===== config.mk =====
export PLATFORM = sky130hd
export DESIGN_NAME = pipeline_stall_controller
export DESIGN_NICKNAME = d
export VERILOG_FILES = /design/src/rtl/pipeline_stall_controller_pkg.sv /design/src/rtl/pipeline_stall_controller_load_use_detect.sv /design/src/rtl/pipeline_stall_controller.sv
export SDC_FILE = /design/constraint.sdc
export NUM_CORES = 1
export LEC_CHECK = 0
export BUFFER_PORTS_ARGS = -buffer_cell sky130_fd_sc_hd__buf_2
export CORE_ASPECT_RATIO = 0.6
export CORE_UTILIZATION = 48
export CTS_CLUSTER_SIZE = 30
export DETAILED_ROUTE_END_ITERATION = 8
export HOLD_SLACK_MARGIN = 0.06
export PLACE_DENSITY = 0.86
export SLEW_MARGIN = 20
export SYNTH_ARGS = -nofsm -noshare
export SYNTH_HDL_FRONTEND = slang
export SYNTH_HIERARCHICAL = 1
export SYNTH_SLANG_ARGS = --single-unit

===== constraint.sdc =====
create_clock -name clock -period 2.4 [get_ports clock]
set_input_delay 0.12 -clock clock [delete_from_list [all_inputs] [get_ports clock]]
set_output_delay 0.12 -clock clock [all_outputs]
set_load 0.02 [all_outputs]

===== src/rtl/pipeline_stall_controller_pkg.sv =====
// Purpose: shared pipeline encodings for the stall/flush controller and its helpers.
// Latency: n/a (types and constants only).
// Backpressure: n/a.
package pipeline_stall_controller_pkg;

    // Register-index width of the RV32I register file
    localparam int REG_W = 5;

    // Canonical NOP (addi x0, x0, 0) loaded into IF/ID on a flush
    localparam logic [31:0] NOP_INSTR = 32'h0000_0013;

    // Sequencer states; encodings are shared with the rest of the pipeline
    typedef enum logic [1:0] {
        ST_RUN      = 2'd0,
        ST_MEM_WAIT = 2'd1,
        ST_ERROR    = 2'd2
    } state_e;

endpackage


===== src/rtl/pipeline_stall_controller_load_use_detect.sv =====
// Purpose: flags a load in EX whose destination feeds the instruction in ID.
// Latency: purely combinational, same-cycle hazard.
// Backpressure: none; the caller turns the hazard into a one-cycle stall.
module load_use_detect
    import pipeline_stall_controller_pkg::*;
(
    input  logic [REG_W-1:0] id_rs1,
    input  logic [REG_W-1:0] id_rs2,
    input  logic             id_uses_rs2,
    input  logic [REG_W-1:0] ex_rd,
    input  logic             ex_mem_read,
    output logic             hazard
);

    // x0 is never a real dependency; rs2 only matters when ID actually reads it
    always_comb begin
        hazard = ex_mem_read && (ex_rd != '0) &&
                 ((ex_rd == id_rs1) || (id_uses_rs2 && (ex_rd == id_rs2)));
    end

endmodule


===== src/rtl/pipeline_stall_controller.sv =====
// Purpose: central stall/flush sequencer (load-use, branch redirect, data-memory wait).
// Latency: enables/flushes are combinational from state + inputs; counters lag one cycle.
// Backpressure: a pending memory access freezes every pipeline register until mem_ready.
module pipeline_stall_controller
    import pipeline_stall_controller_pkg::*;
#(
    parameter int MEM_TIMEOUT = 64,
    parameter int CNT_W       = 16
) (
    input  logic             clock,
    input  logic             reset,
    input  logic [REG_W-1:0] id_rs1,
    input  logic [REG_W-1:0] id_rs2,
    input  logic             id_uses_rs2,
    input  logic [REG_W-1:0] ex_rd,
    input  logic             ex_mem_read,
    input  logic             branch_taken,
    input  logic             mem_req,
    input  logic             mem_ready,
    output logic             pc_enable,
    output logic             if_id_enable,
    output logic             if_id_flush,
    output logic             id_ex_flush,
    output logic             ex_mem_enable,
    output logic             mem_wb_enable,
    output logic             mem_error,
    output logic [CNT_W-1:0] stall_cycles,
    output logic [CNT_W-1:0] flush_count
);

    localparam int                WAIT_W    = (MEM_TIMEOUT > 1) ? $clog2(MEM_TIMEOUT) : 1;
    localparam logic [WAIT_W-1:0] WAIT_LAST = WAIT_W'(MEM_TIMEOUT - 1);
    localparam logic [CNT_W-1:0]  CNT_MAX   = '1;

    state_e            state_q, state_d;
    logic [WAIT_W-1:0] wait_cnt_q, wait_cnt_d, wait_cur;
    logic [CNT_W-1:0]  stall_cycles_q, flush_count_q;
    logic              lu_hazard;
    logic              freeze;

    load_use_detect u_load_use_detect (
        .id_rs1      (id_rs1),
        .id_rs2      (id_rs2),
        .id_uses_rs2 (id_uses_rs2),
        .ex_rd       (ex_rd),
        .ex_mem_read (ex_mem_read),
        .hazard      (lu_hazard)
    );

    // Next state: the first frozen cycle in RUN counts as wait cycle 0, so ERROR is
    // entered after exactly MEM_TIMEOUT consecutive frozen cycles
    always_comb begin
        freeze     = ((state_q == ST_RUN) && mem_req && !mem_ready) ||
                     ((state_q == ST_MEM_WAIT) && !mem_ready);
        wait_cur   = (state_q == ST_MEM_WAIT) ? wait_cnt_q : '0;
        state_d    = state_q;
        wait_cnt_d = wait_cnt_q;
        case (state_q)
            ST_RUN, ST_MEM_WAIT: begin
                if (freeze) begin
                    if (wait_cur == WAIT_LAST) begin
                        state_d    = ST_ERROR;
                        wait_cnt_d = '0;
                    end else begin
                        state_d    = ST_MEM_WAIT;
                        wait_cnt_d = wait_cur + 1'b1;
                    end
                end else begin
                    state_d    = ST_RUN;
                    wait_cnt_d = '0;
                end
            end
            ST_ERROR: begin
                state_d    = ST_ERROR;
                wait_cnt_d = '0;
            end
            default: begin
                state_d    = ST_RUN;
                wait_cnt_d = '0;
            end
        endcase
    end

    // Enables/flushes by priority: ERROR > memory freeze > load-use > branch; reset forces run values
    always_comb begin
        pc_enable     = 1'b1;
        if_id_enable  = 1'b1;
        if_id_flush   = 1'b0;
        id_ex_flush   = 1'b0;
        ex_mem_enable = 1'b1;
        mem_wb_enable = 1'b1;
        mem_error     = 1'b0;
        if (reset) begin
            mem_error = 1'b0;
        end else if (state_q == ST_ERROR) begin
            pc_enable     = 1'b0;
            if_id_enable  = 1'b0;
            ex_mem_enable = 1'b0;
            mem_wb_enable = 1'b0;
            mem_error     = 1'b1;
        end else if (freeze) begin
            pc_enable     = 1'b0;
            if_id_enable  = 1'b0;
            ex_mem_enable = 1'b0;
            mem_wb_enable = 1'b0;
        end else if (lu_hazard) begin
            // Branch operands are not valid yet, so a concurrent redirect is ignored
            pc_enable    = 1'b0;
            if_id_enable = 1'b0;
            id_ex_flush  = 1'b1;
        end else if (branch_taken) begin
            if_id_flush = 1'b1;
        end
    end

    // State, wait counter and saturating performance counters
    always_ff @(posedge clock or posedge reset) begin
        if (reset) begin
            state_q        <= ST_RUN;
            wait_cnt_q     <= '0;
            stall_cycles_q <= '0;
            flush_count_q  <= '0;
        end else begin
            state_q    <= state_d;
            wait_cnt_q <= wait_cnt_d;
            if (!pc_enable && (stall_cycles_q != CNT_MAX)) begin
                stall_cycles_q <= stall_cycles_q + 1'b1;
            end
            if (if_id_flush && (flush_count_q != CNT_MAX)) begin
                flush_count_q <= flush_count_q + 1'b1;
            end
        end
    end

    assign stall_cycles = stall_cycles_q;
    assign flush_count  = flush_count_q;

endmodule


[Word level (Yosys, flattened, before mapping)]
Cells that the tools add are included.
Word-level totals
  word-level logic and storage cells: 54
  input bits: 22
  output and inout bits: 39
  register bits after elaboration: 40
Cells by class
  $add $sub $neg: 3
  reduce and logical (&&, ||, !) cells: 15
  eq/ne operators: 7
  multiplexer cells: 25
Operators by type and width (count)
  adder 16 x 1 -> 16 bit, second input constant: 2
  inequality test 16 bit, second input constant: 2
  2-to-1 mux 6 bit: 4
  2-to-1 mux 1 bit: 18
  == test 5 bit: 2
  logical AND 1 bit: 8
  adder 6 x 1 -> 6 bit, second input constant: 1
  == test 6 bit, second input constant: 1
  nonzero test 5 bit: 1
  2-to-1 mux 2 bit: 2
  case mux 2 bit (2 select lines): 1
  == test 2 x 1 -> 1 bit, second input constant: 1
  == test 2 bit, second input constant: 1
  logical NOT 1 bit: 2
  logical NOT 2 bit: 1
  logical OR 1 bit: 2
  OR reduction 2 bit: 1

[Depth between registers and ports, before layout]
Gate-level depths: netlist of the first run.
  depth after elaboration: 10
  mapped depth: 9

[Modules after synthesis]
The synthesis of the first run kept the hierarchy.
By module, submodules not included
  pipeline_stall_controller: area each 1959.4 um2, instances 1, cells each 191
  load_use_detect: area each 132.6 um2, instances 1, cells each 17

[Worst setup path before layout of the first run]
OpenSTA, ideal clock, no wires.
  path kind: input to register
  from: in ex_rd[1]
  to: reg flush_count_q[11], in the netlist flush_count[11]
  data arrival time: 2169 ps
  required time: 2268 ps
  path slack: 99 ps
  path buffers: 0
  cell stages on the path: 8
  library setup time: 132 ps
  cell sequence: or4_1 o21ai_1 a21oi_1 or3b_1 a221o_1 nor3_2 nand4_1 xnor2_1
On the way
  word-level cells in the longest chain between the ends: 9
Ends and longest elaborated chain
  start, declared: RTL line pipeline_stall_controller.sv:15  | input logic [REG_W-1:0] ex_rd,
  == test 5 bit: RTL line pipeline_stall_controller_load_use_detect.sv:18  | ((ex_rd == id_rs1) || (id_uses_rs2 && (ex_rd == id_rs2)));
  logical AND 1 bit: RTL line pipeline_stall_controller_load_use_detect.sv:18
  logical OR 1 bit: RTL line pipeline_stall_controller_load_use_detect.sv:18
  logical AND 1 bit *: RTL line pipeline_stall_controller_load_use_detect.sv:17  | hazard = ex_mem_read && (ex_rd != '0) &&
  net lu_hazard: RTL line pipeline_stall_controller.sv:38  | logic lu_hazard;
  2-to-1 mux 1 bit *: RTL line pipeline_stall_controller.sv:106  | end else if (lu_hazard) begin
  2-to-1 mux 1 bit *: RTL line pipeline_stall_controller.sv:101  | end else if (freeze) begin
  2-to-1 mux 1 bit *: RTL line pipeline_stall_controller.sv:95  | end else if (state_q == ST_ERROR) begin
  2-to-1 mux 1 bit *: RTL line pipeline_stall_controller.sv:93  | if (reset) begin
  logical AND 1 bit *: RTL line pipeline_stall_controller.sv:129  | if (if_id_flush && (flush_count_q != CNT_MAX)) begin
  end signal, assigned: RTL line pipeline_stall_controller.sv:130  | flush_count_q <= flush_count_q + 1'b1;
  end, declared: RTL line pipeline_stall_controller.sv:37  | logic [CNT_W-1:0] stall_cycles_q, flush_count_q;
Mark *: on every way through the listed nets, which the timed path passes. The rest lies on a longest branch.
A chain may end at the register's enable or synchronous reset.

[Worst setup path after layout of the first run]
  from: in ex_rd[1]
  to: out if_id_flush
On the way
  word-level cells in the longest chain between the ends: 8
Ends and longest elaborated chain
  == test 5 bit: RTL line pipeline_stall_controller_load_use_detect.sv:18
  logical AND 1 bit: RTL line pipeline_stall_controller_load_use_detect.sv:18
  logical OR 1 bit: RTL line pipeline_stall_controller_load_use_detect.sv:18
  logical AND 1 bit *: RTL line pipeline_stall_controller_load_use_detect.sv:17
  net lu_hazard: RTL line pipeline_stall_controller.sv:38
  2-to-1 mux 1 bit *: RTL line pipeline_stall_controller.sv:106
  2-to-1 mux 1 bit *: RTL line pipeline_stall_controller.sv:101
  2-to-1 mux 1 bit *: RTL line pipeline_stall_controller.sv:95
  2-to-1 mux 1 bit *: RTL line pipeline_stall_controller.sv:93
  end, declared: RTL line pipeline_stall_controller.sv:22  | output logic if_id_flush,
Marks and branches as above.

==> results of run 1 <==
metrics by stage:
step | cell area, sq um | utilization [%] | power [mW] | std cells | hold slack, ns
detailed placement | 2539 | 61.26 | 1.353 | 337 | 0.3188
global placement | 2539 | 61.26 | 1.337 | 337 | 0.3281
global route | 2641 | 63.74 | 1.912 | 346 | 0.1100
finish | 2641 | 63.74 | 1.797 | 346 | 0.05292
floorplan | 2092 | - | 1.169 | 208 | 0.1908
CTS | 2641 | 63.74 | 1.813 | 346 | 0.06225
tightest hold or removal path: stages:
cell	delay (ns)
buf_2	0.14
inv_1	0.09
buf_4	0.44
worst paths after layout:
| check | end | cells past startpoint |
|---|---|---|
| min in group clock | wait_cnt_q[1] | 3 |
| setup reg to reg | flush_count[10] | 6 |
| hold / removal | flush_count[10] | 3 |
| max in group asynchronous | stall_cycles[13] | 3 |
| hold reg to reg | stall_cycles[9] | 1 |
| setup / recovery | if_id_flush | 9 |
Yosys cell counts, drive strengths merged, types with 2 or more instances:
cell    count
and2        2
nand2b      3
and3        9
buf         2
nand4      17
a21oi       6
xor2       12
inv         8
o21a        2
ha          3
nor4        3
o21ai       5
nor3        9
nand2      15
nor2       11
mux2        3
dfrtp      40
xnor2      26
nand3      19
area by class of cell:
| type | count | area (sq um) | share of cell area, % |
|---|---|---|---|
| clock buffer | 6 | 82.58 | 3.126 |
| inverter | 8 | 30.03 | 1.137 |
| timing repair buffer | 73 | 400.4 | 15.16 |
| multi-input combinational | 157 | 1042 | 39.46 |
| sequential | 40 | 1001 | 37.90 |
| clock inverter | 2 | 10.01 | 0.3790 |
| tap | 60 | 75.07 | 2.842 |
routing by layer:
layer | part of all wire, % | track usage (%)
met5 | 0 | 0
met2 | 46 | 34.65
met4 | 0.61 | 4.918
met1 | 48 | 33.13
met3 | 5.8 | 5.304
report_power, final:
part / switching (mW) / leakage (nW) / total (mW) / internal [mW]
Clock: 0.227 / 0.0510 / 0.457 / 0.229
Combinational: 0.263 / 0.676 / 0.451 / 0.187
Sequential: 0.126 / 0.537 / 0.889 / 0.763
Total: 0.617 / 1.26 / 1.80 / 1.18
timing repair:
action,4_1_cts,5_1_grt
hold endpoints to repair,1,0
resized for setup,0,0
hold buffers,1,0
cells by family after synthesis:
kind of cell	Yosys count	share of synthesized area, %
AOI/OAI and AO/OA	18	5.622
DFF	40	47.85
adders and majority gates	3	1.794
and+or+nand+nor	95	24.88
xor gates and xnor gates	38	15.91
buffers and inverters	11	2.332
muxes	3	1.615
state kept, by name (all words and copies together) (netlist names):
name,flops
stall_cycles,16
state_q,2
flush_count,16
wait_cnt_q,6
==> results.toml, run 1 <==
[global_route]
grt_pass1_vias = 1654
overflow = 0
grt_start_max_net_pins = 41
antenna_found_initial = 0
grt_usage_pct = 22.78
grt_pass1_wl_um = 7845

[cts]
cts_max_level = 2
cts_tree = "yes"
cts_setup_buffers = 0
cts_made_buffers = 5
clk_pin_slew_ns = 0.08
cts.sinks = 40
cts_buffer_depth = 2
clk_latency_ns = 0.28
cts.root.buffer_cell = "clkbuf_8"

[routing]
drc_errors = 0
avgRoutedWirePerCell_um = 14.21
drt_wl_total_um = 4916
vias_per_cell = 5.399
num_vias = 1868
ant_nets = 0
drt_iter0_markers = 138
dr.pass1.iters = 4

[synthesis]
ys_types = 35
synth.avg_cell_area_sq_um = 10.06
synth_seq_area_share_pct = 47.85
synth_seq_cells = 40
synth_largest_area_cell = "dfrtp_1"
synthesis.nets = 233
synth.area.top_cells = "dfrtp_1, xnor2_1, nand4_1"
yosys_most_used_dff = "dfrtp_1"
syn_inst = 208
yosysTopAreaCellShare_pct = 47.85
synth_edf_count = 0
async_flop_share_pct = 100.0
ys_warn_count = 6
synth_area_sq_um = 2092

[final_layout]
final_cell_mix = "buf_2, dfrtp_1, xnor2_1"
drive_gt1_share_pct = 30.77
area_growth_pct = 26.26
fillers = 349
n_antenna_cell = 0
fin_nets = 310
mostFrequentLayoutCell = "buf_2"

[timing]
skew_ns = 0.005621
relSlewSlack_pct = 66.59
maxSlewViolCount = 0
period_share_pct = 90.33
setup_viol = 0
rsz0062_at_grt = "false"
worst-slew-pin-transition_ns = 0.4973
max_freq_mhz = 461.3
postLayoutSetupSlackWorst_ns = 0.2320
hold_viol = 0
min_period_ns = 2.168
tns_ns = 0

[worst_setup_path]
crit_path_top_delay_cell = "or4_1"
rr_startpoint = "state_q[0]"
critPathTopFamily = "simple AND/OR/NAND/NOR gates"
cp.required_ns = 2.28
critPathKind = "in2out"
crit_top_cell = "buf_2"
path_cells = "buf_2 -> or4_1 -> o21ai_1 -> a21oi_1 -> or3b_1 -> a221o_1 -> buf_4 -> inv_1 -> buf_2"
cp-start-kind = "input pin"
rrSetupSlack_ns = 0.49
path_buf_inv = 4
startpoint = "ex_rd[1]"
arrival_ns = 2.05
max_stage_delay_ns = 0.51
worstPathMaxFanout = 4
end_kind = "output pin"

[status]
outcome = "completed"

[die]
io_pins = 61
num_rows = 18
dieHeight_um = 53.14
die_width_um = 87.23
die_area_sq_um = 4635
initial_core_util_pct = 50.48
coreArea_sq_um = 4144

[pwr]
powerDensity_nw_per_um2 = 680.2
leakagePower_nw = 1.264
max-vdd-ir-drop_v = 0.0004459

[min_path]
worstHoldPathType = "in2async"

[flow_run]
drv_cap = 0

[placed_design]
gp_congestion = 0.7909
dp_hpwl_um = 3670
io_buffers = 60
preCtsSetupSlack_ns = 0.007796
No activity file was read; power rests on OpenSTA's default activity.
==> inputs of run 2 (changes only) <==
--- a/config.mk
+++ b/config.mk
@@ -12,8 +12,8 @@
 export DETAILED_ROUTE_END_ITERATION = 8
 export HOLD_SLACK_MARGIN = 0.06
 export PLACE_DENSITY = 0.86
+export REMOVE_ABC_BUFFERS = 1
 export SLEW_MARGIN = 20
 export SYNTH_ARGS = -nofsm -noshare
 export SYNTH_HDL_FRONTEND = slang
-export SYNTH_HIERARCHICAL = 1
 export SYNTH_SLANG_ARGS = --single-unit
==> run 2 against run 1 <==
  * Critical path depth shrank 3
  * Sequential power hardly changed
  * Via count fell by 8.1%
  * Clock power fell by 11%
  * Largest cell class unchanged
  * Power shrank 2.1%
==> results.toml, run 2 <==
[cts]
ctsHoldBuffers = 2
cts_max_level = 2
cts_setup_buffers = 0
clk_latency_ns = 0.28
cts_resized = 0
cts.sinks = 40
cts.root.buffer_cell = "clkbuf_8"
clk_pin_slew_ns = 0.07
cts_made_buffers = 5
cts_buffer_depth = 2
cts_tree = "yes"

[placed_design]
preCtsSetupSlack_ns = 0.3248
dp_cells = 320
io_buffers = 60
gp_congestion = 0.8271
dp_hpwl_um = 3439

[final_layout]
finalNonFillerCells = 329
area_growth_pct = 22.23
drive_gt1_share_pct = 29.37
n_antenna_cell = 0
final_cell_mix = "buf_2, dfrtp_1, xnor2_1"
fin_nets = 294
mostFrequentLayoutCell = "buf_2"

[timing]
min_period_ns = 2.128
max_freq_mhz = 469.8
period_share_pct = 88.69
worst-slew-pin-transition_ns = 0.4234
skew_ns = 0.004209
rsz0062_at_grt = "false"
postLayoutSetupSlackWorst_ns = 0.2715
hold_viol = 0
setup_viol = 0
maxSlewViolCount = 0
tns_ns = 0
relSlewSlack_pct = 71.71

[global_route]
grt_pass1_wl_um = 7127
grt_pass1_vias = 1600
antenna_found_initial = 0
overflow = 0
grt_start_max_net_pins = 17
grt_usage_pct = 20.66

[die]
initial_core_util_pct = 50.66
coreArea_sq_um = 4167
dieHeight_um = 53.37
die_width_um = 87.61
die_area_sq_um = 4675
io_pins = 61
num_rows = 18

[synthesis]
yosys_most_used_dff = "dfrtp_1"
synth_area_sq_um = 2111
ys_types = 32
ys_top_cells_by_count = "dfrtp_1, xnor2_1, nand2_1"
yosysTopAreaCellShare_pct = 47.42
synth_edf_count = 0
yosysMostFrequentCell = "dfrtp_1"
synth_seq_area_share_pct = 47.42
synth.area.top_cells = "dfrtp_1, xnor2_1, xor2_1"
syn_inst = 200
synth_seq_cells = 40
ys_warn_count = 0
async_flop_share_pct = 100.0
synth.avg_cell_area_sq_um = 10.55
synth_largest_area_cell = "dfrtp_1"

[worst_setup_path]
cp.required_ns = 2.57
worstPathMaxFanout = 16
cp-start-kind = "input pin"
arrival_ns = 2.30
end_kind = "flop"
critPathKind = "in2reg"

[min_path]
worstHoldPathType = "in2reg"

[routing]
num_vias = 1716
avgRoutedWirePerCell_um = 13.65
drt_iter0_markers = 61
ant_nets = 0
vias_per_cell = 5.216
drt_wl_total_um = 4492
drc_errors = 0
dr.pass1.iters = 4

[pwr]
max-vdd-ir-drop_v = 0.0006754
leakagePower_nw = 1.237
powerDensity_nw_per_um2 = 681.8
total_power_mw = 1.759

[status]
outcome = "completed"

[flow_run]
drv_cap = 0
## run 2: cell types whose count changed after synthesis, sizes merged, moves of 2 or more
cell / delta
mux2: -2
nand2: +8
and4: +2
xnor2: +5
nor2b: +3
o21ai: -3
inv: -5
and3: -2
o21a: -2
a21oi: -5
nand2b: +2
nand4: -8
## run 2: critical path: stages
cell	delay [ns]
dlygate4sd3_1	0.54
buf_2	0.15
o31a_4	0.38
a221o_1	0.36
a21oi_4	0.37
mux2_2	0.38
## run 2: metrics by stage
step	hold WS [ns]	cell area (sq um)	utilization (%)
global placement	0.2136	2482	59.58
global route	0.2530	2580	61.92
CTS	0.2390	2580	61.92
detailed placement	0.2159	2482	59.58
finish	0.2486	2580	61.92
floorplan	0.1935	2085	-
## run 2: area by class of cell
type	instances	area [sq um]
timing repair buffer	65	342.8
fill	356	1587
tap	60	75.07
inverter	3	11.26
clock inverter	1	5.005
sequential	40	1001
clock buffer	6	72.57
multi-input combinational	154	1072
## run 2: logic make-up after synthesis
| logic type | Yosys count | share of synthesized area (%) |
|---|---|---|
| xor+xnor | 44 | 18.26 |
| buf+inv | 6 | 1.778 |
| mux | 1 | 0.5335 |
| flops | 40 | 47.42 |
| fa+ha+maj | 3 | 1.778 |
| simple gates | 96 | 23.89 |
| compound gates | 10 | 6.344 |
## run 2: final timing paths
kind                                       from               to  slack, ns  cells past startpoint
worst max register to register  stall_cycles[0]  stall_cycles[1]       0.31                      6
worst min-delay path               branch_taken  flush_count[13]       0.25                      4
worst min register to register   flush_count[7]   flush_count[7]       0.50                      1
worst max-delay path                  mem_ready  stall_cycles[1]       0.27                      6
min in group asynchronous                 reset   flush_count[8]       0.47                      4
max in group asynchronous                 reset  flush_count[10]       1.52                      5
## run 2: where the power goes
| part | total [mW] | switching, mW | internal (mW) | leakage, nW |
|---|---|---|---|---|
| clock network | 0.407 | 0.210 | 0.197 | 0.0410 |
| registers | 0.892 | 0.126 | 0.766 | 0.534 |
| logic | 0.460 | 0.273 | 0.187 | 0.662 |
## run 2: layer usage
layer  vias to the layer above  GRT usage (%)  wire length [um]
li1                        831              -                 -
met1                       817          27.01              2216
met2                        62          32.42              1910
met5                         -              0                 0
met4                         0          6.831                42
met3                         6          6.864               322
==> inputs of run 3 (changes only) <==
--- a/config.mk
+++ b/config.mk
@@ -7,6 +7,7 @@
 export LEC_CHECK = 0
 export BUFFER_PORTS_ARGS = -buffer_cell sky130_fd_sc_hd__buf_2
 export CORE_ASPECT_RATIO = 0.6
+export CORE_MARGIN = 2
 export CORE_UTILIZATION = 48
 export CTS_CLUSTER_SIZE = 30
 export DETAILED_ROUTE_END_ITERATION = 8
==> run 3 against run 2 <==
  * Maximum frequency is essentially flat
  * Clock-buffer cell count unchanged
  * Utilization is 0.18 points higher
  * Die area grew 6.1%
  * Cell count did not move
  * Cell area grew 0.29%
  * Critical path type is now reg2reg
==> results.toml, run 3 (synthesized netlist as in run 2, its figures left out) <==
[pwr]
leakagePower_nw = 1.242
powerDensity_nw_per_um2 = 702.4
max-vdd-ir-drop_v = 0.0005850
total_power_mw = 1.817

[routing]
drt_wl_total_um = 4620
wl_met1_um = 2120
wl_met2_um = 2054
num_vias = 1731
wl_met3_um = 389
drc_errors = 0
vias_per_cell = 5.261
highest_layer = "met4"
drt_iter0_markers = 81
dr.pass1.iters = 4
ant_nets = 0
avgRoutedWirePerCell_um = 14.04

[timing]
tns_ns = 0
min_period_ns = 2.128
hold_viol = 0
period_share_pct = 88.67
setup_viol = 0
rsz0062_at_grt = "false"
maxSlewViolCount = 0
max_freq_mhz = 469.9
worst-slew-pin-transition_ns = 0.4130
skew_ns = 0.009012
relSlewSlack_pct = 72.40

[min_path]
worstHoldPathType = "in2reg"

[die]
die_width_um = 89.61
io_pins = 61
coreArea_sq_um = 4167
die_area_sq_um = 4961
initial_core_util_pct = 50.66
dieHeight_um = 55.37
num_rows = 18

[placed_design]
gp_congestion = 0.8229
dp_hpwl_um = 3554
io_buffers = 60
dp_cells = 319

[worst_setup_path]
r2r-end = "stall_cycles[1]"
max_stage_delay_ns = 0.43
cp.required_ns = 2.59
worstSetupEndpoint = "stall_cycles[1]"
reg2reg_depth = 6
crit_path_top_delay_cell = "dfrtp_1"
path_cells = "ha_1 -> nand3_1 -> nor3_1 -> a221o_1 -> a21oi_4 -> mux2_2"
startpoint = "stall_cycles[0]"
arrival_ns = 2.32
cp-start-kind = "flop"
rr_startpoint = "stall_cycles[0]"
worstPathMaxFanout = 16
critPathKind = "reg2reg"
rrSetupSlack_ns = 0.27
end_kind = "flop"

[cts]
cts_setup_buffers = 0
cts.sinks = 40
cts.root.buffer_cell = "clkbuf_8"
cts_buffer_depth = 2
clk_latency_ns = 0.30
cts_tree = "yes"
cts_max_level = 2
cts_made_buffers = 5
clk_pin_slew_ns = 0.08

[final_layout]
fillers = 350
mostFrequentLayoutCell = "buf_2"
final_cell_mix = "buf_2, dfrtp_1, xnor2_1"
drive_gt1_share_pct = 29.74
fin_nets = 293
n_antenna_cell = 0
area_growth_pct = 22.58
finalNonFillerCells = 329

[global_route]
overflow = 0
antenna_found_initial = 0
grt_pass1_vias = 1674
grt_usage_pct = 20.06
grt_start_max_net_pins = 26
grt_pass1_wl_um = 7672

[status]
outcome = "completed"

[flow_run]
drv_cap = 0
==> run 3: stage by stage <==
step / hold slack, ns / area, sq um / utilization, % / worst slack (ns)
after detailed placement: 0.2546 / 2475 / 59.40 / 0.3103
after floorplan: 0.1935 / 2085 / - / 0.3793
after global placement: 0.2462 / 2475 / 59.40 / 0.3968
final: 0.2938 / 2587 / 62.10 / 0.2718
after global routing: 0.2811 / 2587 / 62.10 / 0.1463
after CTS: 0.2735 / 2587 / 62.10 / 0.2751
==> run 3: per-layer routing <==
metal  track usage (%)  up-vias
met5                 0        -
met4             5.970        0
met3             7.474        7
met2             29.62       60
met1             27.56      832
li1                  -      832
==> run 3: worst max-delay path, delay by kind of cell, from the launching register on <==
family | cells | cell delay [ns]
DFF | 1 | 0.43
adders and majority gates | 1 | 0.24
and+or+nand+nor | 2 | 0.27
AOI/OAI and AO/OA | 2 | 0.70
muxes | 1 | 0.38
==> run 3: area by class of cell <==
cell class / instances / area, sq um / area share, %
clock buffer: 6 / 82.58 / 3.191
sequential: 40 / 1001 / 38.68
tap: 60 / 75.07 / 2.901
clock inverter: 2 / 10.01 / 0.3868
timing repair buffer: 64 / 335.3 / 12.96
multi-input combinational: 154 / 1072 / 41.44
inverter: 3 / 11.26 / 0.4352
==> run 3: timing repair <==
item	4_1_cts	5_1_grt
hold buffers	2	0
gates resized for setup	0	0
hold endpoints to repair	41	0
==> run 3: worst min path at each step <==
stage | endpoint | cells after the start | startpoint
after floorplan | wait_cnt_q[4] | 1 | mem_ready
after global placement | stall_cycles[14] | 3 | reset
after detailed placement | stall_cycles[14] | 3 | reset
after CTS | flush_count[13] | 4 | branch_taken
after global routing | flush_count[13] | 4 | branch_taken
final | flush_count[13] | 4 | branch_taken
==> run 3: power by group <==
group	switching, mW	internal [mW]	total [mW]
clock	0.230	0.229	0.460
combinational	0.278	0.186	0.464
sequential	0.128	0.765	0.893
total	0.636	1.18	1.82
